<file path="src/rtl/mem_lsu_if.sv">
// Request, writeback and narrow memory-port signals of the load/store unit.
// slave is the LSU view; master is the requester/memory side.
interface mem_lsu_if #(
  parameter int ADDR_W     = 32,
  parameter int PORT_BYTES = 1
);
  logic                    req_valid;
  logic                    req_ready;
  logic                    req_store;
  logic [1:0]              req_size;
  logic                    req_unsigned;
  logic [ADDR_W-1:0]       req_addr;
  logic [31:0]             req_wdata;
  logic [4:0]              req_rd;

  logic                    wb_valid;
  logic [4:0]              wb_rd;
  logic [31:0]             wb_data;
  logic                    done;
  logic                    misalign;

  logic                    mem_re;
  logic [ADDR_W-1:0]       mem_raddr;
  logic [8*PORT_BYTES-1:0] mem_rdata;
  logic                    mem_we;
  logic [ADDR_W-1:0]       mem_waddr;
  logic [8*PORT_BYTES-1:0] mem_wdata;
  logic [PORT_BYTES-1:0]   mem_wmask;

  modport slave (
    input  req_valid, req_store, req_size, req_unsigned, req_addr, req_wdata, req_rd,
    input  mem_rdata,
    output req_ready, wb_valid, wb_rd, wb_data, done, misalign,
    output mem_re, mem_raddr, mem_we, mem_waddr, mem_wdata, mem_wmask
  );

  modport master (
    output req_valid, req_store, req_size, req_unsigned, req_addr, req_wdata, req_rd,
    output mem_rdata,
    input  req_ready, wb_valid, wb_rd, wb_data, done, misalign,
    input  mem_re, mem_raddr, mem_we, mem_waddr, mem_wdata, mem_wmask
  );
endinterface

</file>
<file path="src/rtl/mem_lsu.sv">
// Load/store engine: splits each access into beats on a PORT_BYTES-wide memory port,
// waits RD_LAT cycles per load beat and returns a sign/zero-extended writeback.
module mem_lsu #(
  parameter int ADDR_W     = 32,
  parameter int PORT_BYTES = 1,
  parameter int RD_LAT     = 2
) (
  input  logic     clk,
  input  logic     rst,
  mem_lsu_if.slave bus
);
  // state | meaning
  // IDLE  | ready for a request
  // ISSUE | one read or write strobe for the current beat
  // WAIT  | read latency countdown, data sampled when it expires
  // FIN   | done pulse, writeback for loads
  // FAULT | done + misalign pulse, no memory access
  typedef enum logic [2:0] {IDLE, ISSUE, WAIT, FIN, FAULT} state_t;

  localparam int PW = 8 * PORT_BYTES;

  state_t            state, state_nxt;
  logic              op_store, op_uns;
  logic [2:0]        nbytes;
  logic [ADDR_W-1:0] addr;
  logic [7:0]        wbytes [4];
  logic [7:0]        data [4];
  logic [4:0]        rd;
  logic [1:0]        beat;
  logic [2:0]        lat_cnt;

  logic              req_mis, last_beat, beat_done;
  logic [2:0]        req_nbytes;
  logic [4:0]        beat_off;
  logic [ADDR_W-1:0] beat_addr;
  logic [PW-1:0]     wlanes;
  logic [PORT_BYTES-1:0] wmask;
  logic [31:0]       data_w, ext_w;

  always_comb begin
    req_nbytes = 3'd4;
    case (bus.req_size)
      2'd0:    req_nbytes = 3'd1;
      2'd1:    req_nbytes = 3'd2;
      default: req_nbytes = 3'd4;
    endcase
  end

  assign req_mis   = (bus.req_size == 2'd1 && bus.req_addr[0]) ||
                     (bus.req_size[1] && bus.req_addr[1:0] != 2'b00);
  assign beat_off  = 5'(beat) * 5'(PORT_BYTES);
  assign beat_addr = addr + ADDR_W'(beat_off);
  assign last_beat = (beat_off + 5'(PORT_BYTES)) >= {2'b00, nbytes};
  assign beat_done = (state == ISSUE && op_store) || (state == WAIT && lat_cnt == 3'd0);
  assign data_w    = {data[3], data[2], data[1], data[0]};

  // Lanes beyond the access size carry no data and are masked off.
  always_comb begin
    wlanes = '0;
    wmask  = '0;
    for (int k = 0; k < PORT_BYTES; k++) begin
      if ((beat_off + 5'(k)) < {2'b00, nbytes}) begin
        wmask[k]          = 1'b1;
        wlanes[8*k +: 8]  = wbytes[2'(beat_off + 5'(k))];
      end
    end
  end

  always_comb begin
    ext_w = data_w;
    case (nbytes)
      3'd1:    ext_w = op_uns ? {24'b0, data_w[7:0]}  : {{24{data_w[7]}}, data_w[7:0]};
      3'd2:    ext_w = op_uns ? {16'b0, data_w[15:0]} : {{16{data_w[15]}}, data_w[15:0]};
      default: ext_w = data_w;
    endcase
  end

  always_ff @(posedge clk or negedge rst) begin
    if (!rst) state <= IDLE;
    else      state <= state_nxt;
  end

  always_comb begin
    state_nxt     = state;
    bus.req_ready = 1'b0;
    bus.mem_re    = 1'b0;
    bus.mem_raddr = '0;
    bus.mem_we    = 1'b0;
    bus.mem_waddr = '0;
    bus.mem_wdata = '0;
    bus.mem_wmask = '0;
    bus.done      = 1'b0;
    bus.misalign  = 1'b0;
    bus.wb_valid  = 1'b0;
    bus.wb_rd     = '0;
    bus.wb_data   = '0;
    unique case (state)
      IDLE: begin
        bus.req_ready = 1'b1;
        if (bus.req_valid) state_nxt = req_mis ? FAULT : ISSUE;
      end
      ISSUE: begin
        if (op_store) begin
          bus.mem_we    = 1'b1;
          bus.mem_waddr = beat_addr;
          bus.mem_wdata = wlanes;
          bus.mem_wmask = wmask;
          state_nxt     = last_beat ? FIN : ISSUE;
        end else begin
          bus.mem_re    = 1'b1;
          bus.mem_raddr = beat_addr;
          state_nxt     = WAIT;
        end
      end
      WAIT: begin
        if (lat_cnt == 3'd0) state_nxt = last_beat ? FIN : ISSUE;
      end
      FIN: begin
        bus.done = 1'b1;
        if (!op_store) begin
          bus.wb_valid = 1'b1;
          bus.wb_rd    = rd;
          bus.wb_data  = ext_w;
        end
        state_nxt = IDLE;
      end
      FAULT: begin
        bus.done     = 1'b1;
        bus.misalign = 1'b1;
        state_nxt    = IDLE;
      end
      default: state_nxt = IDLE;
    endcase
  end

  always_ff @(posedge clk or negedge rst) begin
    if (!rst) begin
      op_store <= 1'b0;
      op_uns   <= 1'b0;
      nbytes   <= 3'd0;
      addr     <= '0;
      rd       <= '0;
      beat     <= '0;
      lat_cnt  <= '0;
      for (int i = 0; i < 4; i++) begin
        wbytes[i] <= '0;
        data[i]   <= '0;
      end
    end else if (state == IDLE && bus.req_valid) begin
      op_store <= bus.req_store;
      op_uns   <= bus.req_unsigned;
      nbytes   <= req_nbytes;
      addr     <= bus.req_addr;
      rd       <= bus.req_rd;
      beat     <= '0;
      lat_cnt  <= '0;
      for (int i = 0; i < 4; i++) begin
        wbytes[i] <= bus.req_wdata[8*i +: 8];
        data[i]   <= '0;
      end
    end else begin
      // Count includes the strobe cycle, so WAIT lasts exactly RD_LAT cycles.
      if (state == ISSUE && !op_store)            lat_cnt <= 3'(RD_LAT - 1);
      else if (state == WAIT && lat_cnt != 3'd0)  lat_cnt <= lat_cnt - 3'd1;
      if (state == WAIT && lat_cnt == 3'd0) begin
        for (int k = 0; k < PORT_BYTES; k++) begin
          if ((beat_off + 5'(k)) < {2'b00, nbytes})
            data[2'(beat_off + 5'(k))] <= bus.mem_rdata[8*k +: 8];
        end
      end
      if (beat_done) beat <= beat + 2'd1;
    end
  end
endmodule

</file>
<file path="src/flat_wrapper.sv">
// flat-port wrapper written by rule: the top's interface ports become plain ports
module mem_lsu_flat 
#(
  parameter int ADDR_W     = 32,
  parameter int PORT_BYTES = 1,
  parameter int RD_LAT     = 2
)
  (clk, rst, bus_req_valid, bus_req_store, bus_req_size, bus_req_unsigned, bus_req_addr, bus_req_wdata, bus_req_rd, bus_mem_rdata, bus_req_ready, bus_wb_valid, bus_wb_rd, bus_wb_data, bus_done, bus_misalign, bus_mem_re, bus_mem_raddr, bus_mem_we, bus_mem_waddr, bus_mem_wdata, bus_mem_wmask);
  mem_lsu_if #(.ADDR_W(ADDR_W), .PORT_BYTES(PORT_BYTES)) bus_i ();
  input  logic clk;
  input  logic rst;
  input wire logic [$bits(bus_i.req_valid)-1:0] bus_req_valid;
  input wire logic [$bits(bus_i.req_store)-1:0] bus_req_store;
  input wire logic [$bits(bus_i.req_size)-1:0] bus_req_size;
  input wire logic [$bits(bus_i.req_unsigned)-1:0] bus_req_unsigned;
  input wire logic [$bits(bus_i.req_addr)-1:0] bus_req_addr;
  input wire logic [$bits(bus_i.req_wdata)-1:0] bus_req_wdata;
  input wire logic [$bits(bus_i.req_rd)-1:0] bus_req_rd;
  input wire logic [$bits(bus_i.mem_rdata)-1:0] bus_mem_rdata;
  output wire logic [$bits(bus_i.req_ready)-1:0] bus_req_ready;
  output wire logic [$bits(bus_i.wb_valid)-1:0] bus_wb_valid;
  output wire logic [$bits(bus_i.wb_rd)-1:0] bus_wb_rd;
  output wire logic [$bits(bus_i.wb_data)-1:0] bus_wb_data;
  output wire logic [$bits(bus_i.done)-1:0] bus_done;
  output wire logic [$bits(bus_i.misalign)-1:0] bus_misalign;
  output wire logic [$bits(bus_i.mem_re)-1:0] bus_mem_re;
  output wire logic [$bits(bus_i.mem_raddr)-1:0] bus_mem_raddr;
  output wire logic [$bits(bus_i.mem_we)-1:0] bus_mem_we;
  output wire logic [$bits(bus_i.mem_waddr)-1:0] bus_mem_waddr;
  output wire logic [$bits(bus_i.mem_wdata)-1:0] bus_mem_wdata;
  output wire logic [$bits(bus_i.mem_wmask)-1:0] bus_mem_wmask;
  assign bus_i.req_valid = bus_req_valid;
  assign bus_i.req_store = bus_req_store;
  assign bus_i.req_size = bus_req_size;
  assign bus_i.req_unsigned = bus_req_unsigned;
  assign bus_i.req_addr = bus_req_addr;
  assign bus_i.req_wdata = bus_req_wdata;
  assign bus_i.req_rd = bus_req_rd;
  assign bus_i.mem_rdata = bus_mem_rdata;
  assign bus_req_ready = bus_i.req_ready;
  assign bus_wb_valid = bus_i.wb_valid;
  assign bus_wb_rd = bus_i.wb_rd;
  assign bus_wb_data = bus_i.wb_data;
  assign bus_done = bus_i.done;
  assign bus_misalign = bus_i.misalign;
  assign bus_mem_re = bus_i.mem_re;
  assign bus_mem_raddr = bus_i.mem_raddr;
  assign bus_mem_we = bus_i.mem_we;
  assign bus_mem_waddr = bus_i.mem_waddr;
  assign bus_mem_wdata = bus_i.mem_wdata;
  assign bus_mem_wmask = bus_i.mem_wmask;
  mem_lsu #(.ADDR_W(ADDR_W), .PORT_BYTES(PORT_BYTES), .RD_LAT(RD_LAT)) u_core (.clk(clk), .rst(rst), .bus(bus_i));
endmodule
</file>
<file path="config.mk">
export PLATFORM = sky130hd
export DESIGN_NAME = mem_lsu_flat
export DESIGN_NICKNAME = d
export VERILOG_FILES = /design/src/rtl/mem_lsu_if.sv /design/src/rtl/mem_lsu.sv /design/src/flat_wrapper.sv
export SDC_FILE = /design/constraint.sdc
export NUM_CORES = 1
export LEC_CHECK = 0
export BUFFER_PORTS_ARGS = -buffer_cell sky130_fd_sc_hd__clkbuf_2
export CORE_AREA = 8 8 123 125
export CTS_CLUSTER_DIAMETER = 30
export DETAILED_ROUTE_END_ITERATION = 10
export DIE_AREA = 0 0 131 133
export GPL_ROUTABILITY_DRIVEN = 0
export PLACE_DENSITY_LB_ADDON = 0.2
export SETUP_SLACK_MARGIN = 0.4
export SLEW_MARGIN = 0
export SYNTH_ARGS = -nofsm -noshare
export SYNTH_HDL_FRONTEND = slang
export SYNTH_SLANG_ARGS = --single-unit
</file>
<file path="constraint.sdc">
create_clock -name clk -period 2.7 [get_ports clk]
set_input_delay 0.405 -clock clk [delete_from_list [all_inputs] [get_ports clk]]
set_output_delay 0.405 -clock clk [all_outputs]
set_load 0.03 [all_outputs]
</file>
==> results.toml, run 1 <==
[run_status]
status = "complete, but fails checks"
violations = "setup timing"

[synth]
yosys_warnings = 0
synth_fp_nets = 902
yosysTopAreaCell = "dfrtp_1"
syn_avg_cell_area_sq_um = 8.34
synth-edff-count = 0
ys_ff_latch = 114
synth-seq-area-share_pct = 42.6
synth.distinct_cells = 48
synth.top_cell.area_share_pct = 42.6
netlist_area_sq_um = 6700
synthTopCellsByArea = "dfrtp_1 (43%), nand2_1 (13%), a21oi_1 (5.5%)"
syn_inst = 804
async_flop_share_pct = 100
synth_ff_type = "dfrtp_1"

[critical_path]
worstSetupPathType = "reg -> out"
cp_cell_sequence = "ha_4 > fa_2 > nand4_1 > buf_12 > buf_4 > o31ai_1 > a21oi_2 > clkbuf_8"
max_stage_delay_ps = 530
crit_required_ps = 2300
path_delay_family = "compound AO/OA/AOI/OAI gates"
critPathMaxFanout = 7
start_kind = "flip-flop"
path_buf_inv = 3
arrival_ps = 2670
end_kind = "primary output"
crit_path_top_delay_cell = "o31ai_1"

[power]
power.leakage_nw = 4.98
power.density_nw_per_um2 = 1080
ir_drop_v = 0.000586

[clock_network]
cts.clk_slew.worst_paths_ps = 60
cts_buffer_depth = 2
root_buffer = "clkbuf_16"
cts_tree = "built"
cts_sinks = 114
cts_buffers = 17
ctsHtreeMaxLevel = 4
clock_latency_ps = 420

[route]
vias = 7406
routed_wl_um = 26000
drt_iter0_drc = 734
remaining_drc_errors = 0
via_per_inst = 6.00
ant_nets = 0
dr.pass1.iters = 6
wire_per_inst_um = 21.0

[sta]
clock.fmax_mhz = 325
fin_crit_ps = 3070
slew_headroom_pct = 60.4
hold_viol = 0
tightest_slew_ps = 589
setup_viol = 64
min_period_over_period_pct = 114
maxSlewViolCount = 0
timing.final.ws_setup_ps = -375
fin_tns_setup_ps = -11080
finalClockSkew_ps = 9.80
rsz0062_at_grt = "true"

[grt]
gr-usage-all-layers_pct = 28.2
grt_pass1_vias = 7270
grt_pass1_wl_um = 38700
antenna_found_initial = 0
grt_max_degree = 68
overflow = 0

[final_layout]
drive_above_1_share_pct = 47.1
fin_area_sq_um = 10900
utilization_pct = 83.5
num_antenna_cells = 0
nNetsFinal = 1146
area_growth_pct = 63.1
finalNonFillerCells = 1235

[min_path]
holdCritPathClass = "in -> reg"

[floorplanning]
core_area_sq_um = 13100
initial_core_util_pct = 51.2
fp.dieH_um = 133
fp.dieArea_sq_um = 17400
dieWidth_um = 131
rows = 42
io_pins = 200

[placement]
dp.cells = 1148
dpl_cell_area_sq_um = 8300
dp_hpwl_um = 14400
io_buffers = 199

[run]
drv_cap = 0
[path summary, 6_finish.rpt]
path | end | start | cells past startpoint | slack, ps
worst min-delay path | u_core.addr[11] | bus_req_addr[11] | 3 | 170
min in group asynchronous | u_core.addr[27] | rst | 2 | 530
worst max register to register | u_core.state[1] | u_core.beat[1] | 13 | 430
max in group asynchronous | u_core.addr[7] | rst | 3 | 1340
worst max-delay path | bus_mem_raddr[20] | u_core.beat[0] | 8 | -370
worst min register to register | u_core.wbytes[0] | u_core.wbytes[0] | 2 | 470
[final cells by class]
class | instances | area [sq um]
Clock buffer | 19 | 443
Clock inverter | 11 | 186
Fill cell | 739 | 2150
Inverter | 20 | 98.8
Multi-Input combinational cell | 612 | 4590
Sequential cell | 114 | 2870
Tap cell | 176 | 220
Timing Repair Buffer | 283 | 2530
[logic make-up after synthesis]
group,Yosys count,synth area share [%]
AO/OA/AOI/OAI,161,14.8
XOR/XNOR,14,1.83
adder cells (fa/ha/maj),14,2.73
buffers and inverters,80,5.51
flip-flops,114,42.6
multiplexers,14,3.60
AND/OR/NAND/NOR,407,29.0
[state kept, by name, indices dropped and copies added, names as in the netlist]
register,cells
u_core.rd,5
u_core.state,3
u_core.op_store,1
u_core.lat_cnt,3
u_core.wbytes,32
u_core.op_uns,1
u_core.addr,32
u_core.data,32
u_core.nbytes,3
u_core.beat,2
[per-layer routing]
metal	global-route usage, %	up-vias	part of all wire, %
met3	7.67	81	9.4
met1	36.2	3602	38
met4	9.44	0	3.5
met2	44.8	430	49
met5	0	-	0
li1	-	3293	-
[tightest hold or removal path: cells and delay by family]
| family | cells | cell delay [ps] |
|---|---|---|
| simple gates | 2 | 80 |
| buf+inv | 1 | 70 |
[timing repair]
item                                    CTS  global route
gates resized for setup                 222           187
setup buffers                            35            17
pin swaps                                38            38
cloned                                    2             2
hold endpoints to repair                 39             0
endpoints found under the setup margin   97           128
hold buffers                              1             0
[stage by stage]
stage	hold WS [ps]	power (mW)	worst slack, ps
after global placement	422	7.11	236
after detailed placement	423	7.20	166
after CTS	164	10.6	-193
after global routing	172	12.4	-432
final	172	11.8	-375
after floorplan	109	5.97	322
[placed cells by master (no fill, tap or decap), types with 13 or more instances in the layout]
cell type,netlist,routed
o31ai_2,0,20
buf_4,2,66
clkbuf_2,0,112
nand3_1,16,14
inv_1,20,14
nand2_1,229,227
o31ai_4,0,13
clkbuf_8,0,34
a21oi_2,0,21
nor2_1,35,23
and3_1,23,14
o31ai_1,46,13
a21oi_4,0,14
buf_6,5,29
dfrtp_1,114,104
buf_8,0,25
a21oi_1,74,39
o21a_1,20,17
nand4_1,37,37
clkbuf_16,0,19
[synthesized netlist by cell type, types with 4 or more instances]
| cell | count |
|---|---|
| nand4bb_1 | 4 |
| nor2b_1 | 6 |
| ha_1 | 13 |
| mux4_2 | 8 |
| or4_1 | 4 |
| mux2i_1 | 5 |
| and3_1 | 23 |
| o31ai_1 | 46 |
| nor4_1 | 4 |
| inv_1 | 20 |
| xnor2_1 | 13 |
| nand3_1 | 16 |
| o21ai_0 | 14 |
| nor2_1 | 35 |
| buf_6 | 5 |
| nand2_1 | 229 |
| nand2b_1 | 8 |
| dfrtp_1 | 114 |
| nor3_1 | 11 |
| buf_2 | 19 |
| and2_1 | 8 |
| and4_1 | 4 |
| nand4_1 | 37 |
| a21oi_1 | 74 |
| clkbuf_1 | 34 |
| o21a_1 | 20 |
[power by group]
group	leakage [nW]	switching [mW]	internal (mW)
registers	1.45	0.736	2.39
logic	3.22	3.63	2.61
clock network	0.308	0.803	1.64
total	4.98	5.17	6.64
No activity file was read; power rests on OpenSTA's default activity.
==> run 2: changes to the inputs <==
--- a/config.mk
+++ b/config.mk
@@ -12,6 +12,7 @@
 export DIE_AREA = 0 0 131 133
 export GPL_ROUTABILITY_DRIVEN = 0
 export PLACE_DENSITY_LB_ADDON = 0.2
+export RECOVER_POWER = 25
 export SETUP_SLACK_MARGIN = 0.4
 export SLEW_MARGIN = 0
 export SYNTH_ARGS = -nofsm -noshare
==> run 2 against run 1 <==
Effect of this change:
- power about the same
- the flow still finishes with violations (setup timing)
- cell area down 0.14%
- register-to-register slack about the same
- via count about the same
- sequential share of layout area about the same
- worst setup slack worse by 22 ps
- critical path type unchanged
- critical path depth unchanged
- critical endpoint unchanged
==> results.toml, run 2 (synthesis gave the netlist of run 1 again) <==
[run_status]
status = "complete, but fails checks"
violations = "setup timing"

[critical_path]
path_buf_inv = 3
end_kind = "primary output"
max_stage_delay_ps = 540
r2r_start = "u_core.beat[1]"
startpoint = "u_core.beat[0]"
critPathMaxFanout = 7
cp.depth = 8
r2r_cells = 13
worstSetupPathType = "reg -> out"
path_delay_family = "compound AO/OA/AOI/OAI gates"
arrival_ps = 2690
crit_required_ps = 2300
start_kind = "flip-flop"
cp_cell_sequence = "ha_4 > fa_2 > nand4_1 > buf_12 > buf_4 > o31ai_1 > a21oi_2 > clkbuf_8"
crit_path_top_delay_cell = "o31ai_1"

[route]
wire_per_inst_um = 21.0
dr.pass1.iters = 5
vias = 7408
ant_nets = 0
via_per_inst = 6.00
remaining_drc_errors = 0
routed_wl_um = 26000
drt_iter0_drc = 725

[power]
power_frac_comb_pct = 52.8
ir_drop_v = 0.000586
p_clk_share_pct = 20.7
switchingPower_mw = 5.18
seqPwrFrac_pct = 26.5
power.leakage_nw = 4.98
switching_share_pct = 43.8
p_total_mw = 11.8
power.density_nw_per_um2 = 1080
power.internal_mw = 6.64

[grt]
grt_pass1_vias = 7270
grt_pass1_wl_um = 38700
grt_max_degree = 68
overflow = 0
gr-usage-all-layers_pct = 28.2
antenna_found_initial = 0

[run]
drv_cap = 0

[sta]
fin_crit_ps = 3100
holdWs_ps = 170
hold_viol = 0
maxSlewViolCount = 0
finalClockSkew_ps = 9.08
rsz0062_at_grt = "true"
slew_headroom_pct = 28.3
timing.final.ws_setup_ps = -397
tightest_slew_ps = 1080
clock.fmax_mhz = 323
setup_viol = 67
min_period_over_period_pct = 115

[final_layout]
layout_common_cells = "nand2_1 (227), clkbuf_2 (113), dfrtp_1 (104), buf_4 (65), a21oi_1 (39)"
area_growth_pct = 62.9
reg.largest.list = "u_core.addr x32, u_core.data x32, u_core.wbytes x32"
nNetsFinal = 1146
num_antenna_cells = 0
finalNonFillerCells = 1235
fillers = 742
layout_commonest_cell = "nand2_1"
drive_above_1_share_pct = 47.1

[clock_network]
cts_buffers = 17
cts_tree = "built"
cts_buffer_depth = 2
clock_latency_ps = 420
cts.clk_slew.worst_paths_ps = 60
root_buffer = "clkbuf_16"
ctsHtreeMaxLevel = 4
cts_sinks = 114

[floorplanning]
fp.dieArea_sq_um = 17400
rows = 42
initial_core_util_pct = 51.2
core_area_sq_um = 13100
io_pins = 200
fp.dieH_um = 133
dieWidth_um = 131

[min_path]
holdCritPathClass = "in -> reg"
min-delay-start = "bus_req_wdata[1]"
holdPathStages = 3

[placement]
io_buffers = 199
dp_hpwl_um = 14400
dp.cells = 1148
## run 2: cell count changes in the layout (fill, tap and decap cells not counted)
cell	delta
buf_12	-1
buf_4	-1
clkbuf_2	+1
clkbuf_4	+1
## run 2: through the flow
step / setup TNS [ps] / util (%) / area, sq um / setup WS, ps
after global placement: 0 / 63.4 / 8300 / 236
after floorplan: 0 / - / 7090 / 322
final: -11690 / 83.4 / 10900 / -397
after global routing: -14860 / 83.4 / 10900 / -432
after CTS: -3250 / 78.3 / 10200 / -193
after detailed placement: 0 / 63.4 / 8300 / 166
## run 2: worst reg2reg max path, stage by stage (launching register included)
cell,delay (ps)
dfrtp_2,450
buf_6,130
buf_6,100
buf_6,100
buf_6,110
buf_12,120
buf_12,140
clkinv_8,50
ha_4,190
ha_4,200
a21boi_2,140
o21a_1,160
o21ai_1,140
nand3_1,90
## run 2: power groups by stage
stage / Combinational, mW / Clock (mW) / Sequential, mW
3_5_place_dp: 4.26 / 0 / 2.95
6_report: 6.24 / 2.45 / 3.13
2_1_floorplan: 3.16 / 0 / 2.81
4_1_cts: 5.15 / 2.45 / 3.00
5_1_grt: 6.68 / 2.55 / 3.21
3_3_place_gp: 4.18 / 0 / 2.93
## run 2: layer usage
| metal | part of all wire, % | GRT usage, % |
|---|---|---|
| met1 | 38 | 36.2 |
| met2 | 49 | 44.8 |
| met3 | 9.1 | 7.67 |
| met4 | 3.2 | 9.44 |
| met5 | 0 | 0 |
## run 2: what timing repair did
action	CTS	global route
hold buffers	1	0
setup buffers	35	17
cloned	2	2
hold endpoints to repair	39	0
pin swaps	38	38
resized for setup	222	187
endpoints found under the setup margin	97	128
## run 2: worst paths after layout
check	end	slack [ps]
max in group asynchronous	u_core.nbytes[2]	540
max reg2reg	u_core.state[1]	430
min	u_core.wbytes[25]	170
min reg2reg	u_core.wbytes[0]	470
max	bus_mem_raddr[20]	-400
min in group asynchronous	u_core.addr[27]	720
## run 2: layout make-up
cell class              instances  area (sq um)  share of cell area [%]
repair buffers                283          2510                    23.0
well taps                     176           220                    2.02
clock buffers                  19           443                    4.06
flip-flops and latches        114          2870                    26.2
multi-input cells             612          4590                    42.0
clock inverters                11           186                    1.71
inverters                      20          98.8                   0.906
